<file path="src/rtl/ser_word_deser.sv">
// Bit-serial to parallel word assembler feeding a single-entry valid/ready holding register.
// Latency: par_valid rises on the edge that captures the final bit of a word (one cycle after it is presented).
// Backpressure: holding register stalls while par_ready=0; a word completing while it is FULL is dropped and sets sticky overrun.
module ser_word_deser #(
  parameter int WIDTH     = 16,
  parameter bit MSB_FIRST = 1'b1,
  localparam int CNT_W    = $clog2(WIDTH)
) (
  input  logic             clk,
  input  logic             rst,
  input  logic             bit_in,
  input  logic             bit_valid,
  input  logic             frame_start,
  output logic [WIDTH-1:0] par_out,
  output logic             par_valid,
  input  logic             par_ready,
  output logic             overrun,
  output logic [CNT_W-1:0] bit_cnt
);

  typedef enum logic {
    HOLD_EMPTY = 1'b0,
    HOLD_FULL  = 1'b1
  } hold_state_t;

  hold_state_t      state_q;
  hold_state_t      state_d;
  logic [WIDTH-1:0] shift_q;
  logic [WIDTH-1:0] shift_d;
  logic [WIDTH-1:0] shifted;
  logic [WIDTH-1:0] seeded;
  logic [CNT_W-1:0] cnt_d;
  logic             last_bit;
  logic             word_done;
  logic             load_word;
  logic             drop_word;

  // Candidate shift-register values: normal shift, and a fresh word seeded with the current bit.
  always_comb begin
    shifted = shift_q;
    seeded  = '0;
    if (MSB_FIRST) begin
      shifted = {shift_q[WIDTH-2:0], bit_in};
      seeded  = {{(WIDTH-1){1'b0}}, bit_in};
    end else begin
      shifted = {bit_in, shift_q[WIDTH-1:1]};
      seeded  = {bit_in, {(WIDTH-1){1'b0}}};
    end
  end

  assign last_bit = (bit_cnt == CNT_W'(WIDTH - 1));

  // Shift path: alignment marker wins over completion; gaps leave state untouched.
  always_comb begin
    shift_d   = shift_q;
    cnt_d     = bit_cnt;
    word_done = 1'b0;
    if (frame_start) begin
      if (bit_valid) begin
        shift_d = seeded;
        cnt_d   = CNT_W'(1);
      end else begin
        shift_d = '0;
        cnt_d   = '0;
      end
    end else if (bit_valid) begin
      shift_d = shifted;
      if (last_bit) begin
        cnt_d     = '0;
        word_done = 1'b1;
      end else begin
        cnt_d = bit_cnt + CNT_W'(1);
      end
    end
  end

  // Holding register next state: load when free or draining, drop when stalled.
  always_comb begin
    state_d   = state_q;
    load_word = 1'b0;
    drop_word = 1'b0;
    case (state_q)
      HOLD_EMPTY: begin
        if (word_done) begin
          load_word = 1'b1;
          state_d   = HOLD_FULL;
        end
      end
      HOLD_FULL: begin
        if (par_ready) begin
          if (word_done) begin
            load_word = 1'b1;
          end else begin
            state_d = HOLD_EMPTY;
          end
        end else if (word_done) begin
          drop_word = 1'b1;
        end
      end
      default: state_d = HOLD_EMPTY;
    endcase
  end

  // State registers; par_out keeps its last word after it is consumed.
  always_ff @(posedge clk) begin
    if (rst) begin
      shift_q <= '0;
      bit_cnt <= '0;
      state_q <= HOLD_EMPTY;
      par_out <= '0;
      overrun <= 1'b0;
    end else begin
      shift_q <= shift_d;
      bit_cnt <= cnt_d;
      state_q <= state_d;
      if (load_word) begin
        par_out <= shift_d;
      end
      if (drop_word) begin
        overrun <= 1'b1;
      end
    end
  end

  assign par_valid = (state_q == HOLD_FULL);

endmodule

</file>
<file path="config.mk">
export PLATFORM = sky130hd
export DESIGN_NAME = ser_word_deser
export DESIGN_NICKNAME = d
export VERILOG_FILES = /design/src/rtl/ser_word_deser.sv
export SDC_FILE = /design/constraint.sdc
export NUM_CORES = 1
export LEC_CHECK = 0
export CAP_MARGIN = 10
export CORE_ASPECT_RATIO = 1.25
export CORE_UTILIZATION = 50
export DETAILED_ROUTE_END_ITERATION = 8
export PLACE_DENSITY = 0.77
export SYNTH_ARGS = -nofsm -noshare
export SYNTH_HDL_FRONTEND = slang
export SYNTH_SLANG_ARGS = --single-unit
</file>
<file path="constraint.sdc">
create_clock -name clk -period 2.3 [get_ports clk]
set_clock_uncertainty 0.1 [all_clocks]
set_input_delay 0.46 -clock clk [delete_from_list [all_inputs] [get_ports clk]]
set_output_delay 0.46 -clock clk [all_outputs]
set_load 0.02 [all_outputs]
</file>
==> results of run 1 <==
-- worst paths after layout --
path	from	endpoint	slack, ps
hold reg to reg	par_out[12]	par_out[12]	400
setup / recovery	bit_cnt[3]	bit_cnt[3]	340
hold / removal	par_out[12]	par_out[12]	400
setup reg to reg	bit_cnt[0]	par_out[9]	610
-- placed cells by master (no fill, tap or decap), types with 2 or more instances in the layout --
| cell type | count |
|---|---|
| a21oi_1 | 2 |
| buf_12 | 2 |
| buf_4 | 2 |
| clkbuf_4 | 5 |
| clkdlybuf4s50_1 | 27 |
| clkinv_2 | 2 |
| dfxtp_1 | 38 |
| mux2i_1 | 31 |
| nand2_1 | 3 |
| nor2_1 | 36 |
| nor2b_1 | 2 |
| nor3_1 | 19 |
-- metal layers --
layer | track usage | routed length, um | share of wire | vias up
met1 | 0.215 | 1190 | 0.45 | 501
met3 | 0.0797 | 139 | 0.052 | 2
met2 | 0.331 | 1310 | 0.49 | 26
met5 | 0 | 0 | 0 | -
li1 | - | - | - | 569
met4 | 0.0709 | 24 | 0.0090 | 0
-- stage by stage --
stage	setup slack [ps]	hold WS, ps	cell area, um2	util	std cells
4_1_cts	328	397	1860	0.667	213
2_1_floorplan	532	400	1510	-	153
5_1_grt	272	443	1860	0.667	213
3_5_place_dp	298	371	1810	0.650	206
6_report	339	397	1860	0.667	213
3_3_place_gp	330	353	1810	0.650	206
-- sequential cells by signal (all words and copies together), names as in the netlist --
signal / count
shift_q: 16
par_out: 16
overrun: 1
par_valid: 1
bit_cnt: 4
-- worst register-to-register path, delay by kind of cell (launching register included) --
family / cells / cell delay, ps
adder cells (fa/ha/maj): 1 / 260
buffers and inverters: 1 / 200
flip-flops: 1 / 420
multiplexers: 1 / 210
AND/OR/NAND/NOR: 3 / 380
-- power by group through the flow --
stage	Sequential, mW	Clock, mW	Combinational [mW]
2_1_floorplan	0.681	0	0.0400
3_3_place_gp	0.679	0	0.0622
3_5_place_dp	0.679	0	0.0629
4_1_cts	0.664	0.322	0.0631
5_1_grt	0.665	0.355	0.0677
6_report	0.664	0.311	0.0627
-- cells by family (layout without fill, tap and decap cells) --
group | after synthesis | in the layout
DFF | 38 | 38
adders and majority gates | 1 | 1
and+or+nand+nor | 63 | 63
buffers and inverters | 12 | 38
xor gates and xnor gates | 2 | 2
AOI/OAI and AO/OA | 6 | 6
muxes | 31 | 31
-- area by class of cell --
class / instances / area [um2]
well taps: 34 / 42.5
clock inverters: 2 / 10.0
multi-input cells: 103 / 681
flip-flops and latches: 38 / 761
clock buffers: 5 / 37.5
repair buffers: 31 / 325
fillers: 227 / 928
==> flow_summary_export.csv, run 1 <==
group,metric,value,unit
status,outcome,"finished, final reports clean",
drt,via_per_inst,5.15,
synthesis,synth_common_cells,"dfxtp_1 (38), nor2_1 (36), mux2i_1 (31), nor3_1 (19), clkbuf_1 (6)",
global_routing,antenna_found_initial,0,
drt,drt_first_pass_iters,4,
synthesis,synthesis.instances,153,
synthesis,syn_nets,160,
pwr,p_total,1.04,mW
synthesis,synth_most_common_cell,"dfxtp_1",
critical_path,cp_slowest_cell,"clkdlybuf4s50_1",
drt,drc_errors,0,
pwr,powerDensity,559,mW/mm2
floorplan,start_util,0.544,
critical_path,cp.depth,1,
synthesis,synthTopCellsByArea,"dfxtp_1 (50%), mux2i_1 (20%), nor2_1 (8.9%)",
critical_path,critPathLaunchType,"flip-flop",
critical_path,cp_data_required_time,1740,ps
timing,worstMarginPinSlew,384,ps
synthesis,synth_compound_area_frac,0.0289,
finish,insertedDiodeCount,0,
timing,final_max_slew_viol_count,0,
clocking,root_buffer,"clkbuf_4",
floorplan,ios,28,
timing,hold_viol,0,
synthesis,yosys.area.top_type,"dfxtp_1",
synthesis,synth_top_area_frac,0.502,
finish,nets,186,
clocking,cts.sinks,38,
job,maxCapViolCount,0,
drt,routed_wl,2.66,mm
synthesis,ys_async_sr_fraction,0,
critical_path,critPathTopFamily,"buffers and inverters",
drt,ant_nets,0,
synthesis,yosys.area_share.adder,0.00826,
critical_path,cp.arrival,1400,ps
synthesis,synth-seq-cells,38,
critical_path,path_buf_inv,1,
synthesis,synth-main-ff-cell,"dfxtp_1",
critical_path,worstPathMaxFanout,4,
min_path,hp-class,"reg2reg",
clocking,cts_buffer_depth,2,
critical_path,worstRegToRegCells,6,
pwr,switching_share,0.231,
synthesis,synth-xor-area-share,0.0116,
pwr,intPower,798,uW
global_routing,grt_pass1_vias,1101,
floorplan,rows,21,
synthesis,synthMuxAreaShare,0.205,
floorplan,dieHeight,63.5,um
critical_path,cp-end-kind,"output port",
synthesis,synth_edf_count,0,
clocking,cts.repair.resized,0,
global_routing,grt_start_max_net_pins,39,
finish,area_growth,22.6,%
pwr,p_comb_frac,0.060,
drt,drt_iter0_drc,41,
timing,fin_crit,1960,ps
critical_path,worstSetupPathType,"reg2out",
timing,maxSlewHeadroom,0.744,
clocking,clk_pin_slew,100,ps
clocking,insertion_delay,340,ps
pwr,p_leak,0.704,nW
pwr,sequentialPowerShare,0.640,
finish,drive_above_1_share,0.0838,
placed_design,gp_congestion,0.704,
critical_path,slowest_delay,640,ps
floorplan,dieWidth,51.2,um
clocking,cts_tree,"yes",
synthesis,syn-cell-area,0.00151,mm2
timing,setup_viol,0,
timing,period_share,0.853,
min_path,holdPathStages,2,
synthesis,synth-simple-area-share,0.192,
timing,rsz0062_at_grt,"false",
global_routing,gr-usage-all-layers,0.195,
pwr,clockPowerShare,0.300,
clocking,cts_made_buffers,5,
timing,max_freq,0.510,GHz
global_routing,grt_pass1_wl,4.69,mm
clocking,postCtsSetupRepairBufs,0,
timing,final.setup.tns,0,ps
drt,vias,1098,
critical_path,path_cells,"clkdlybuf4s50_1",
synthesis,synth_top_family_by_area,"multiplexers",
synthesis,yosys.cell_types.count,22,
global_routing,grt_overflow,0,
synthesis,avgSynthCellArea,9.90,um2
clocking,htree_num_levels,2,
floorplan,fp.dieArea,0.00325,mm2
clocking,cts-hold-fix-buffers,0,
synthesis,yosysWarningCount,0,
pwr,max-vdd-ir-drop,0.541,mV
placed_design,port_buffers,27,
drt,drt-wirelength-per-cell,12.5,um
synthesis,yosysSeqAreaShare,0.502,
placed_design,dpl.hpwl,1.77,mm
floorplan,fp.coreArea,0.00279,mm2
pwr,power_switching,240,uW
Power figures use the tool's default switching activity.
==> inputs of run 2 (changes only) <==
Settings changed: CORE_MARGIN from default to 2, GPL_TIMING_DRIVEN from default to 0.
==> run 2 against run 1 <==
- routed wire length grew 10%
- combinational power shrank 2%
- sequential share of layout area shrank 0.27 points
- clock-buffer cell count grew 2
- clock power grew 16%
- critical path type unchanged
- utilization shrank 2.6 points
- register-to-register slack lost 140 ps
- critical path depth is the same
- sequential power is essentially flat
==> flow_summary_export.csv, run 2 (synthesized netlist as in run 1, its figures left out) <==
group,metric,value,unit
status,outcome,"finished, final reports clean",
drt,drc_errors,0,
min_path,hp-start,"overrun",
critical_path,slowest_delay,630,ps
drt,drt-wirelength-per-cell,13.2,um
global_routing,gr-usage-all-layers,0.197,
critical_path,path_buf_inv,1,
floorplan,rows,22,
clocking,cts_made_buffers,5,
clocking,cts_buffer_depth,2,
floorplan,fp.dieArea,0.00349,mm2
drt,drt_first_pass_iters,4,
placed_design,dpl.hpwl,2.10,mm
critical_path,critPathLaunchType,"flip-flop",
clocking,insertion_delay,340,ps
clocking,cts.sinks,38,
critical_path,cp.arrival,1410,ps
critical_path,cp-end-kind,"output port",
critical_path,r2r_end,"par_out[13]",
finish,drive_above_1_share,0.0860,
critical_path,worstPathMaxFanout,5,
timing,rsz0062_at_grt,"false",
drt,vias,1124,
placed_design,port_buffers,25,
job,maxCapViolCount,0,
drt,routed_wl,2.93,mm
floorplan,start_util,0.519,
clocking,cts.repair.resized,0,
finish,reg_top3,"par_out x16, shift_q x16, bit_cnt x4",
drt,via_per_inst,5.06,
min_path,hp-class,"reg2reg",
floorplan,dieHeight,65.5,um
global_routing,grt_start_max_net_pins,12,
finish,layout_commonest_cell,"dfxtp_1",
critical_path,worstSetupPathType,"reg2out",
clocking,cts_tree,"yes",
placed_design,place_area,0.00181,mm2
timing,hold_viol,0,
floorplan,ios,28,
timing,fin_crit,1970,ps
drt,drt_iter0_drc,32,
critical_path,rrSetupSlack,470,ps
clocking,root_buffer,"clkbuf_4",
critical_path,cp_slowest_cell,"clkdlybuf4s50_1",
finish,layout_common_cells,"dfxtp_1 (38), nor2_1 (36), mux2i_1 (31)",
min_path,holdPathStages,2,
pwr,max-vdd-ir-drop,0.546,mV
finish,final_area,0.00187,mm2
pwr,powerDensity,581,mW/mm2
global_routing,antenna_found_initial,0,
pwr,p_total,1.09,mW
critical_path,worstRegToRegCells,7,
finish,nets,192,
floorplan,dieWidth,53.2,um
pwr,p_leak,0.710,nW
timing,max_freq,0.508,GHz
finish,area_growth,23.5,%
min_path,whs_endpoint,"overrun",
clocking,htree_num_levels,2,
critical_path,cp_data_required_time,1740,ps
global_routing,grt_pass1_wl,4.96,mm
timing,worstMarginPinSlew,476,ps
clocking,clk_pin_slew,110,ps
clocking,cts-hold-fix-buffers,0,
critical_path,critPathTopFamily,"buffers and inverters",
timing,final_max_slew_viol_count,0,
global_routing,grt_pass1_vias,1096,
global_routing,grt_overflow,0,
critical_path,path_cells,"clkdlybuf4s50_1",
timing,period_share,0.856,
timing,maxSlewHeadroom,0.682,
finish,insertedDiodeCount,0,
finish,fin_util,0.641,
clocking,postCtsSetupRepairBufs,0,
timing,setup_viol,0,
drt,ant_nets,0,
placed_design,gp_congestion,0.748,
timing,final.setup.tns,0,ps
floorplan,fp.coreArea,0.00292,mm2
critical_path,timing.rr.start,"bit_cnt[0]",
[run 2: cell types whose count changed in the layout (fill, tap and decap cells not counted), sizes merged]
cell           previous run  this run
clkbuf                    5        13
buf                       4         6
clkdlybuf4s50            27        25
clkinv                    2         1
[run 2: per-layer routing]
layer / up-vias / wire length (um) / GRT usage
met1: 520 / 1270 / 0.229
met2: 23 / 1440 / 0.318
met4: 0 / 55 / 0.0865
li1: 575 / - / -
met3: 6 / 161 / 0.0705
met5: - / 0 / 0
[run 2: final cells by class]
| cell class | instances | area [um2] |
|---|---|---|
| fillers | 249 | 1050 |
| flip-flops and latches | 38 | 761 |
| multi-input cells | 103 | 674 |
| repair buffers | 25 | 250 |
| plain buffers | 12 | 78.8 |
| clock buffers | 7 | 55.1 |
| well taps | 36 | 45.0 |
| clock inverters | 1 | 5.00 |
[run 2: worst max-delay path by stage]
| stage | startpoint | end | slack (ps) | cells after the start |
|---|---|---|---|---|
| 3_5_place_dp | bit_valid | par_out[11] | 240 | 7 |
| 2_1_floorplan | bit_cnt[1] | par_out[10] | 530 | 7 |
| 6_report | bit_cnt[0] | bit_cnt[0] | 330 | 1 |
| 5_1_grt | bit_cnt[0] | bit_cnt[0] | 250 | 1 |
| 4_1_cts | bit_cnt[0] | bit_cnt[0] | 320 | 1 |
| 3_3_place_gp | bit_valid | par_out[11] | 270 | 7 |
[run 2: tightest hold or removal path: stages, from the launching register on]
cell,delay [ps]
dfxtp_1,350
a21oi_1,40
nor2_1,70
[run 2: where the power goes]
part	internal (mW)	leakage (nW)	switching, mW	total [mW]
sequential	0.661	0.306	0.00351	0.664
combinational	0.0241	0.368	0.0376	0.0617
clock	0.148	0.0353	0.212	0.360
[run 2: stage by stage]
step	hold slack [ps]	worst slack [ps]	instances
final	385	332	222
after global routing	397	254	222
after CTS	371	316	222
after detailed placement	359	241	214
after global placement	353	265	214
after floorplan	400	532	153
